==> config.mk <==
export PLATFORM = sky130hd
export DESIGN_NAME = mac_issue_seq_flat
export DESIGN_NICKNAME = d
export VERILOG_FILES = /design/src/rtl/mac_issue_seq_if.sv /design/src/rtl/mac_issue_seq.sv /design/src/flat_wrapper.sv
export SDC_FILE = /design/constraint.sdc
export NUM_CORES = 2
export LEC_CHECK = 0
export ABC_AREA = 1
export CAP_MARGIN = 25
export CELL_PAD_IN_SITES_DETAIL_PLACEMENT = 0
export CELL_PAD_IN_SITES_GLOBAL_PLACEMENT = 1
export CORE_AREA = 2 2 642 644
export DETAILED_ROUTE_END_ITERATION = 7
export DIE_AREA = 0 0 644 646
export GPL_TIMING_DRIVEN = 0
export MAX_ROUTING_LAYER = met4
export PLACE_DENSITY = 0.66
export SYNTH_ARGS = -nofsm -noshare
export SYNTH_HDL_FRONTEND = slang
export SYNTH_SLANG_ARGS = --single-unit
==> constraint.sdc <==
create_clock -name clk -period 95.2 [get_ports clk]
set_clock_uncertainty 0.2 [all_clocks]
set_input_delay 28.56 -clock clk [delete_from_list [all_inputs] [get_ports clk]]
set_output_delay 28.56 -clock clk [all_outputs]
set_load 0.03 [all_outputs]
==> src/rtl/mac_issue_seq_if.sv <==
// Signal bundle for mac_issue_seq: job control, operand stream, MAC array side, result port.
// master = sequencer view, slave = surrounding logic (operand buffer, MAC array, post-processing).
interface mac_issue_seq_if #(
  parameter int MAX_MACS          = 64,
  parameter int DATA_WIDTH        = 8,
  parameter int MAX_GROUPS        = 8,
  parameter int MAC_BIT_PER_GROUP = 6,
  parameter int LEN_W             = 12,
  parameter int ACC_WIDTH         = 32
);
  localparam int G_W = $clog2(MAX_GROUPS + 1);

  logic                                 start;
  logic [G_W-1:0]                       cfg_groups;
  logic [LEN_W-1:0]                     cfg_len;
  logic                                 cfg_err;
  logic                                 busy;
  logic                                 s_valid;
  logic                                 s_ready;
  logic [DATA_WIDTH-1:0]                s_act;
  logic [DATA_WIDTH-1:0]                s_wgt;
  logic [G_W-1:0]                       mac_num_groups;
  logic [MAX_GROUPS*MAC_BIT_PER_GROUP-1:0] mac_num_macs;
  logic                                 mac_valid_in;
  logic [MAX_MACS*DATA_WIDTH-1:0]       mac_data;
  logic [MAX_MACS*DATA_WIDTH-1:0]       mac_weight;
  logic [MAX_GROUPS*4*DATA_WIDTH-1:0]   mac_out_i;
  logic                                 mac_valid_out_i;
  logic                                 res_valid;
  logic                                 res_ready;
  logic [MAX_GROUPS*ACC_WIDTH-1:0]      res_data;

  modport master (
    input  start, cfg_groups, cfg_len, s_valid, s_act, s_wgt, mac_out_i, mac_valid_out_i, res_ready,
    output cfg_err, busy, s_ready, mac_num_groups, mac_num_macs, mac_valid_in, mac_data, mac_weight,
           res_valid, res_data
  );

  modport slave (
    output start, cfg_groups, cfg_len, s_valid, s_act, s_wgt, mac_out_i, mac_valid_out_i, res_ready,
    input  cfg_err, busy, s_ready, mac_num_groups, mac_num_macs, mac_valid_in, mac_data, mac_weight,
           res_valid, res_data
  );
endinterface

==> src/rtl/mac_issue_seq.sv <==
// Issue sequencer for the grouped MAC array: packs a serial operand stream into passes and
// accumulates per-group partial sums. Define ACC_SAT_EN for saturating accumulation (default wraps).
module mac_issue_seq #(
  parameter int MAX_MACS          = 64,
  parameter int DATA_WIDTH        = 8,
  parameter int MAX_GROUPS        = 8,
  parameter int MAC_BIT_PER_GROUP = 6,
  parameter int LEN_W             = 12,
  parameter int ACC_WIDTH         = 32
) (
  input logic             clk,
  input logic             rst,
  mac_issue_seq_if.master bus
);
  localparam int G_W     = $clog2(MAX_GROUPS + 1);
  localparam int LANE_W  = $clog2(MAX_MACS);
  localparam int PS_W    = 4 * DATA_WIDTH;
  localparam int SUM_W   = ((ACC_WIDTH > PS_W) ? ACC_WIDTH : PS_W) + 1;
  localparam int CNT_W   = LEN_W + 1;
  localparam int LPG_MAX = 2 ** (MAC_BIT_PER_GROUP - 1);

  typedef enum logic [2:0] {S_IDLE, S_FILL, S_ISSUE, S_WAIT, S_OUT} state_t;

  state_t                 state, state_n;
  logic [G_W-1:0]         groups_q, grp_cnt, ng_q;
  logic [CNT_W-1:0]       len_q, lpg_q, pass_base, elem_cnt;
  logic [LANE_W-1:0]      lane_ptr;
  logic [DATA_WIDTH-1:0]  stg_data [MAX_MACS];
  logic [DATA_WIDTH-1:0]  stg_wgt  [MAX_MACS];
  logic [DATA_WIDTH-1:0]  stg_data_n [MAX_MACS];
  logic [DATA_WIDTH-1:0]  stg_wgt_n  [MAX_MACS];
  logic [MAX_MACS*DATA_WIDTH-1:0] data_q, wgt_q, data_pack, wgt_pack;
  logic [MAX_GROUPS*MAC_BIT_PER_GROUP-1:0] nm_q, nm_n;
  logic signed [ACC_WIDTH-1:0] acc [MAX_GROUPS];
  logic                   cfg_err_q;

  logic                   cfg_bad, beat, elem_last, grp_last, pass_last_beat, more_passes;
  logic [CNT_W-1:0]       remain, n_cur, next_base;

  // Lanes per group: largest power of two that fits the array, capped by the num_macs field width.
  function automatic logic [CNT_W-1:0] lpg_for(input logic [G_W-1:0] g);
    int q, p;
    p = 1;
    if (g != '0) begin
      q = MAX_MACS / int'(g);
      for (int i = 0; i < 31; i++)
        if ((1 << i) <= q) p = 1 << i;
    end
    if (p > LPG_MAX) p = LPG_MAX;
    return CNT_W'(p);
  endfunction

`ifdef ACC_SAT_EN
  localparam logic signed [SUM_W-1:0] ACC_MAX = {{(SUM_W-ACC_WIDTH+1){1'b0}}, {(ACC_WIDTH-1){1'b1}}};
  localparam logic signed [SUM_W-1:0] ACC_MIN = {{(SUM_W-ACC_WIDTH+1){1'b1}}, {(ACC_WIDTH-1){1'b0}}};
`endif

  function automatic logic signed [ACC_WIDTH-1:0] acc_add(input logic signed [ACC_WIDTH-1:0] a,
                                                          input logic [PS_W-1:0] b);
    logic signed [SUM_W-1:0] s;
    s = {{(SUM_W-ACC_WIDTH){a[ACC_WIDTH-1]}}, a} + {{(SUM_W-PS_W){b[PS_W-1]}}, b};
`ifdef ACC_SAT_EN
    if (s > ACC_MAX) s = ACC_MAX;
    else if (s < ACC_MIN) s = ACC_MIN;
`endif
    return s[ACC_WIDTH-1:0];
  endfunction

  assign cfg_bad        = (bus.cfg_groups == '0) || (bus.cfg_groups > G_W'(MAX_GROUPS)) ||
                          (bus.cfg_len == '0);
  assign remain         = len_q - pass_base;
  assign n_cur          = (remain < lpg_q) ? remain : lpg_q;
  assign beat           = (state == S_FILL) && bus.s_valid;
  assign elem_last      = (elem_cnt == n_cur - CNT_W'(1));
  assign grp_last       = (grp_cnt == groups_q - G_W'(1));
  assign pass_last_beat = beat && elem_last && grp_last;
  assign next_base      = pass_base + lpg_q;
  assign more_passes    = (next_base < len_q);

  // NOTE: every combinational output gets a default before the case so no latch is inferred.
  always_comb begin
    state_n          = state;
    bus.s_ready      = 1'b0;
    bus.mac_valid_in = 1'b0;
    bus.res_valid    = 1'b0;
    bus.busy         = (state != S_IDLE);
    unique case (state)
      S_IDLE:  if (bus.start && !cfg_bad) state_n = S_FILL;
      S_FILL: begin
        bus.s_ready = 1'b1;
        if (pass_last_beat) state_n = S_ISSUE;
      end
      S_ISSUE: begin
        bus.mac_valid_in = 1'b1;
        state_n          = S_WAIT;
      end
      S_WAIT:  if (bus.mac_valid_out_i) state_n = more_passes ? S_FILL : S_OUT;
      S_OUT: begin
        bus.res_valid = 1'b1;
        if (bus.res_ready) state_n = S_IDLE;
      end
      default: state_n = S_IDLE;
    endcase
  end

  // Staging image including the current beat, so the final beat of a pass lands in the issued image.
  always_comb begin
    stg_data_n = stg_data;
    stg_wgt_n  = stg_wgt;
    if (beat) begin
      stg_data_n[lane_ptr] = bus.s_act;
      stg_wgt_n[lane_ptr]  = bus.s_wgt;
    end
    data_pack = '0;
    wgt_pack  = '0;
    for (int l = 0; l < MAX_MACS; l++) begin
      data_pack[l*DATA_WIDTH +: DATA_WIDTH] = stg_data_n[l];
      wgt_pack[l*DATA_WIDTH +: DATA_WIDTH]  = stg_wgt_n[l];
    end
    nm_n = '0;
    for (int g = 0; g < MAX_GROUPS; g++)
      if (G_W'(g) < groups_q) nm_n[g*MAC_BIT_PER_GROUP +: MAC_BIT_PER_GROUP] = n_cur[MAC_BIT_PER_GROUP-1:0];
  end

  // NOTE: sequential state uses non-blocking assignments only; later assignments in this block win.
  always_ff @(posedge clk) begin
    if (!rst) begin
      state     <= S_IDLE;
      groups_q  <= '0;
      grp_cnt   <= '0;
      ng_q      <= '0;
      len_q     <= '0;
      lpg_q     <= '0;
      pass_base <= '0;
      elem_cnt  <= '0;
      lane_ptr  <= '0;
      data_q    <= '0;
      wgt_q     <= '0;
      nm_q      <= '0;
      cfg_err_q <= 1'b0;
      // NOTE: the staging lanes are cleared on reset because unused lanes must issue as zero.
      for (int l = 0; l < MAX_MACS; l++) begin
        stg_data[l] <= '0;
        stg_wgt[l]  <= '0;
      end
      for (int g = 0; g < MAX_GROUPS; g++) acc[g] <= '0;
    end else begin
      state     <= state_n;
      cfg_err_q <= (state == S_IDLE) && bus.start && cfg_bad;
      stg_data  <= stg_data_n;
      stg_wgt   <= stg_wgt_n;
      unique case (state)
        S_IDLE: if (bus.start && !cfg_bad) begin
          groups_q  <= bus.cfg_groups;
          len_q     <= {1'b0, bus.cfg_len};
          lpg_q     <= lpg_for(bus.cfg_groups);
          pass_base <= '0;
          elem_cnt  <= '0;
          grp_cnt   <= '0;
          lane_ptr  <= '0;
          for (int g = 0; g < MAX_GROUPS; g++) acc[g] <= '0;
        end
        S_FILL: if (beat) begin
          lane_ptr <= pass_last_beat ? '0 : lane_ptr + LANE_W'(1);
          if (!elem_last) begin
            elem_cnt <= elem_cnt + CNT_W'(1);
          end else begin
            elem_cnt <= '0;
            grp_cnt  <= grp_last ? '0 : grp_cnt + G_W'(1);
          end
          if (pass_last_beat) begin
            data_q <= data_pack;
            wgt_q  <= wgt_pack;
            nm_q   <= nm_n;
            ng_q   <= groups_q;
          end
        end
        // The issued image is captured, so staging restarts from zero for the next pass.
        S_ISSUE: for (int l = 0; l < MAX_MACS; l++) begin
          stg_data[l] <= '0;
          stg_wgt[l]  <= '0;
        end
        S_WAIT: if (bus.mac_valid_out_i) begin
          pass_base <= next_base;
          for (int g = 0; g < MAX_GROUPS; g++)
            if (G_W'(g) < groups_q) acc[g] <= acc_add(acc[g], bus.mac_out_i[g*PS_W +: PS_W]);
        end
        default: ;
      endcase
    end
  end

  always_comb begin
    for (int g = 0; g < MAX_GROUPS; g++) bus.res_data[g*ACC_WIDTH +: ACC_WIDTH] = acc[g];
  end

  assign bus.cfg_err        = cfg_err_q;
  assign bus.mac_data       = data_q;
  assign bus.mac_weight     = wgt_q;
  assign bus.mac_num_macs   = nm_q;
  assign bus.mac_num_groups = ng_q;
endmodule

==> src/flat_wrapper.sv <==
// flat-port wrapper written by rule: the top's interface ports become plain ports
module mac_issue_seq_flat 
#(
  parameter int MAX_MACS          = 64,
  parameter int DATA_WIDTH        = 8,
  parameter int MAX_GROUPS        = 8,
  parameter int MAC_BIT_PER_GROUP = 6,
  parameter int LEN_W             = 12,
  parameter int ACC_WIDTH         = 32
)
  (clk, rst, bus_start, bus_cfg_groups, bus_cfg_len, bus_s_valid, bus_s_act, bus_s_wgt, bus_mac_out_i, bus_mac_valid_out_i, bus_res_ready, bus_cfg_err, bus_busy, bus_s_ready, bus_mac_num_groups, bus_mac_num_macs, bus_mac_valid_in, bus_mac_data, bus_mac_weight, bus_res_valid, bus_res_data);
  mac_issue_seq_if #(.MAX_MACS(MAX_MACS), .DATA_WIDTH(DATA_WIDTH), .MAX_GROUPS(MAX_GROUPS), .MAC_BIT_PER_GROUP(MAC_BIT_PER_GROUP), .LEN_W(LEN_W), .ACC_WIDTH(ACC_WIDTH)) bus_i ();
  input logic clk;
  input logic rst;
  input wire logic [$bits(bus_i.start)-1:0] bus_start;
  input wire logic [$bits(bus_i.cfg_groups)-1:0] bus_cfg_groups;
  input wire logic [$bits(bus_i.cfg_len)-1:0] bus_cfg_len;
  input wire logic [$bits(bus_i.s_valid)-1:0] bus_s_valid;
  input wire logic [$bits(bus_i.s_act)-1:0] bus_s_act;
  input wire logic [$bits(bus_i.s_wgt)-1:0] bus_s_wgt;
  input wire logic [$bits(bus_i.mac_out_i)-1:0] bus_mac_out_i;
  input wire logic [$bits(bus_i.mac_valid_out_i)-1:0] bus_mac_valid_out_i;
  input wire logic [$bits(bus_i.res_ready)-1:0] bus_res_ready;
  output wire logic [$bits(bus_i.cfg_err)-1:0] bus_cfg_err;
  output wire logic [$bits(bus_i.busy)-1:0] bus_busy;
  output wire logic [$bits(bus_i.s_ready)-1:0] bus_s_ready;
  output wire logic [$bits(bus_i.mac_num_groups)-1:0] bus_mac_num_groups;
  output wire logic [$bits(bus_i.mac_num_macs)-1:0] bus_mac_num_macs;
  output wire logic [$bits(bus_i.mac_valid_in)-1:0] bus_mac_valid_in;
  output wire logic [$bits(bus_i.mac_data)-1:0] bus_mac_data;
  output wire logic [$bits(bus_i.mac_weight)-1:0] bus_mac_weight;
  output wire logic [$bits(bus_i.res_valid)-1:0] bus_res_valid;
  output wire logic [$bits(bus_i.res_data)-1:0] bus_res_data;
  assign bus_i.start = bus_start;
  assign bus_i.cfg_groups = bus_cfg_groups;
  assign bus_i.cfg_len = bus_cfg_len;
  assign bus_i.s_valid = bus_s_valid;
  assign bus_i.s_act = bus_s_act;
  assign bus_i.s_wgt = bus_s_wgt;
  assign bus_i.mac_out_i = bus_mac_out_i;
  assign bus_i.mac_valid_out_i = bus_mac_valid_out_i;
  assign bus_i.res_ready = bus_res_ready;
  assign bus_cfg_err = bus_i.cfg_err;
  assign bus_busy = bus_i.busy;
  assign bus_s_ready = bus_i.s_ready;
  assign bus_mac_num_groups = bus_i.mac_num_groups;
  assign bus_mac_num_macs = bus_i.mac_num_macs;
  assign bus_mac_valid_in = bus_i.mac_valid_in;
  assign bus_mac_data = bus_i.mac_data;
  assign bus_mac_weight = bus_i.mac_weight;
  assign bus_res_valid = bus_i.res_valid;
  assign bus_res_data = bus_i.res_data;
  mac_issue_seq #(.MAX_MACS(MAX_MACS), .DATA_WIDTH(DATA_WIDTH), .MAX_GROUPS(MAX_GROUPS), .MAC_BIT_PER_GROUP(MAC_BIT_PER_GROUP), .LEN_W(LEN_W), .ACC_WIDTH(ACC_WIDTH)) u_core (.clk(clk), .rst(rst), .bus(bus_i));
endmodule
==> results.md <==
* Vias in the first global route at between 100k and 150k
* Setup Buffers After CTS at 0
* Chip width at 644 um
* Largest net degree at the start of global routing at 35
* H-tree depth reported by CTS at 5
* Total track usage at 28.5%
* Avg WL per Cell at around 27 um
* Most instantiated cells after synthesis: nor2_1 (3459), dfxtp_1 (2201), a21oi_1 (1474)
* Via count at between 100k and 150k
* Tot Pwr at around 0.0054 W
* Leak at around 58 nW
* EDFF count, synth at between 200 and 250
* CP max stage cell: clkdlybuf4s50_1
* Main synth FF type: dfxtp_1
* Die footprint at approximately 420000 um^2
* Bufs on Longest Clock Path at 4
* Drt pass-1 iters at 6
* Via density at 4.93
* Post-synthesis sequential area ratio at roughly 44%
* FMAX at between 0.01 and 0.015 GHz
* CP dominant cell by count: inv_1
* CP arrival at approximately 82000 ps
* Most frequent cell after synthesis: nor2_1
* Max IR drop VDD at roughly 0.042 mV
* Post-DP HPWL at between 400000 and 500000 um
* Synthesis-stage register bit count at approximately 2400
* Row cnt at ~240
* Status: completed
* Crit path time final at 81160 ps
* Port Buf Inserts at about 1600
* Gpl congestion at 0.924
* Number of nets in the layout at about 18000
* Post-Syn Area at 114000 um^2
* Iteration-0 DRC count of the detailed router at 8888
* First-pass GRT wire length at about 820000 um
* CTS Buf Count at a little under 300
* Syn_nets at between 15000 and 20000
* Initial antenna violation count at between 80 and 90
* CP max stage delay at about 700 ps
* Final setup violation count at 0
* Fin util at 36.5%
* Final hold violations at 0
* Post-Syn Instances at about 15000
* RSZ-0062 raised after global routing: false
* WL final at 601000 um
* Initial Util at around 28%
* Worst skew pair latency at approximately 950 ps
* Critical path class: primary input to register
* Fin. max-slew vios at 0
* Yosys top cell by area: dfxtp_1
* CTS resizes at 0
* Total negative slack at 0 ps
* CTS Hold Bufs at 0
* Root Buffer Master: clkbuf_16
* GR Overflow Total at 0
* Maxcap violations at 0
* Critical path launch point type: primary input
* IO Count at ~1600
* Placeable Area at approximately 410000 um^2
* Crit path max fanout at 10
* Share of post-route cells with drive strength above 1 at 8.61%
* Synth area leaders: dfxtp_1 (38%), nor2_1 (11%), a21oi_1 (6.4%)
* Hold Path Class: register to register
* Detailed-route DRC error count at 0
* Yosys top cell area share at about two fifths
* Antenna viol nets, final at 0
* Synth Area per Inst at just under 8 um^2
* CP endpoint kind: register
* WP data required at 95730 ps
* CTS sink count at approximately 2400
* Fraction of registers with async set/reset at 0%
* CTS tree: yes
* Yosys cell types at 81
* Area after DPL at 139000 um^2
* Area growth, synth to finish at 30.2%
* PwrDens at about 37 nW/um^2
* Final period utilization at a little under nine tenths
* Clock-pin slew on the worst setup and hold paths at about 60 ps
* Slew @ Worst Pin at around 1100 ps
* Ys Warns at 0
* Slew margin rel. at ~24%
* Final Cell Area at ~150000 um^2
* Die height at roughly 650 um
-- cell usage in the layout, fill, tap and decap left out, drive strengths merged, types with 7 or more instances in the layout --
cell           instances
a211oi                14
a21o                  18
a21oi               1475
a22oi                978
a31oi                 20
buf                  147
bufinv                14
clkbuf              1188
clkdlybuf4s50       1629
clkinv               142
clkinvlp              10
dfxtp               2201
diode                 57
edfxtp               224
fa                    10
ha                   390
inv                 1175
nand2               1734
nand3                605
nand3b                38
nand4                164
nor2                3652
nor3                 182
nor3b                  7
nor4                  10
o211ai                 8
o21a                  52
o21ai                675
o21bai                33
o22ai                  7
o31ai                  7
or2                   21
xnor2                 52
xor2                 124
-- power breakdown --
part           switching (W)  internal [W]
registers         0.00000852       0.00104
logic                0.00234      0.000932
clock network       0.000485      0.000647
total                0.00283       0.00262
-- path summary, 6_finish.rpt --
kind	startpoint	endpoint	slack (ps)	depth (start not counted)
hold / removal	u_core.bus.mac_num_macs[5]	u_core.bus.mac_num_macs[5]	270	2
setup reg to reg	u_core.pass_base[1]	u_core.bus.mac_data[473]	84800	42
setup / recovery	bus_cfg_groups[0]	u_core.lpg_q[3]	14040	293
hold reg to reg	u_core.bus.mac_num_macs[5]	u_core.bus.mac_num_macs[5]	270	2
-- stage by stage --
step / setup slack, ps / std cells / hold slack (ps)
2_1_floorplan: 24130 / 14800 / 244
3_3_place_gp: 13190 / 21900 / 259
3_5_place_dp: 13320 / 22000 / 266
4_1_cts: 14050 / 22500 / 275
5_1_grt: 9050 / 22500 / 295
6_report: 14040 / 22500 / 273
-- kinds of logic after synthesis --
| family | after synthesis | synth area share (%) |
|---|---|---|
| and+or+nand+nor | 6421 | 25.2 |
| AOI/OAI and AO/OA | 3304 | 17.2 |
| DFF | 2425 | 44.4 |
| buffers and inverters | 2077 | 7.46 |
| adders and majority gates | 400 | 4.44 |
| xor gates and xnor gates | 176 | 1.36 |
-- metal layers --
layer,GRT usage (%),wire (um),up-vias
met1,30.7,228000,53400
met4,15.0,38500,0
met3,5.99,39400,886
met2,49.1,295000,3435
met5,-,0,-
li1,-,-,53400
-- layout make-up --
cell class              count  area, um^2
multi-input cells       10300       55200
diodes                     57         143
plain buffers             820        3750
flip-flops and latches   2425       50800
well taps                5451        6820
fillers                 43400      260000
clock inverters            84        1040
inverters                1257        4870
repair buffers           1719       18000
clock buffers             426        8450
-- critical path: cells and delay by family --
kind            cells  cell delay (ps)
buf+inv            69             9890
compound gates     65            14440
fa+ha+maj          28             9750
simple gates      131            18880
-- flip-flops by register name (all words and copies together), names as in the netlist --
signal,count
u_core.bus.mac_data,512
u_core.groups_q,4
u_core.grp_cnt,4
u_core.bus.mac_num_macs,48
u_core.bus.mac_weight,512
u_core.lpg_q,13
u_core.state,3
u_core.stg_wgt,512
u_core.acc,256
u_core.elem_cnt,13
u_core.len_q,12
u_core.pass_base,13
u_core.stg_data,512
u_core.bus.cfg_err,1
u_core.lane_ptr,6
u_core.bus.mac_num_groups,4
Note: power is estimated with default switching activity, not from simulation.
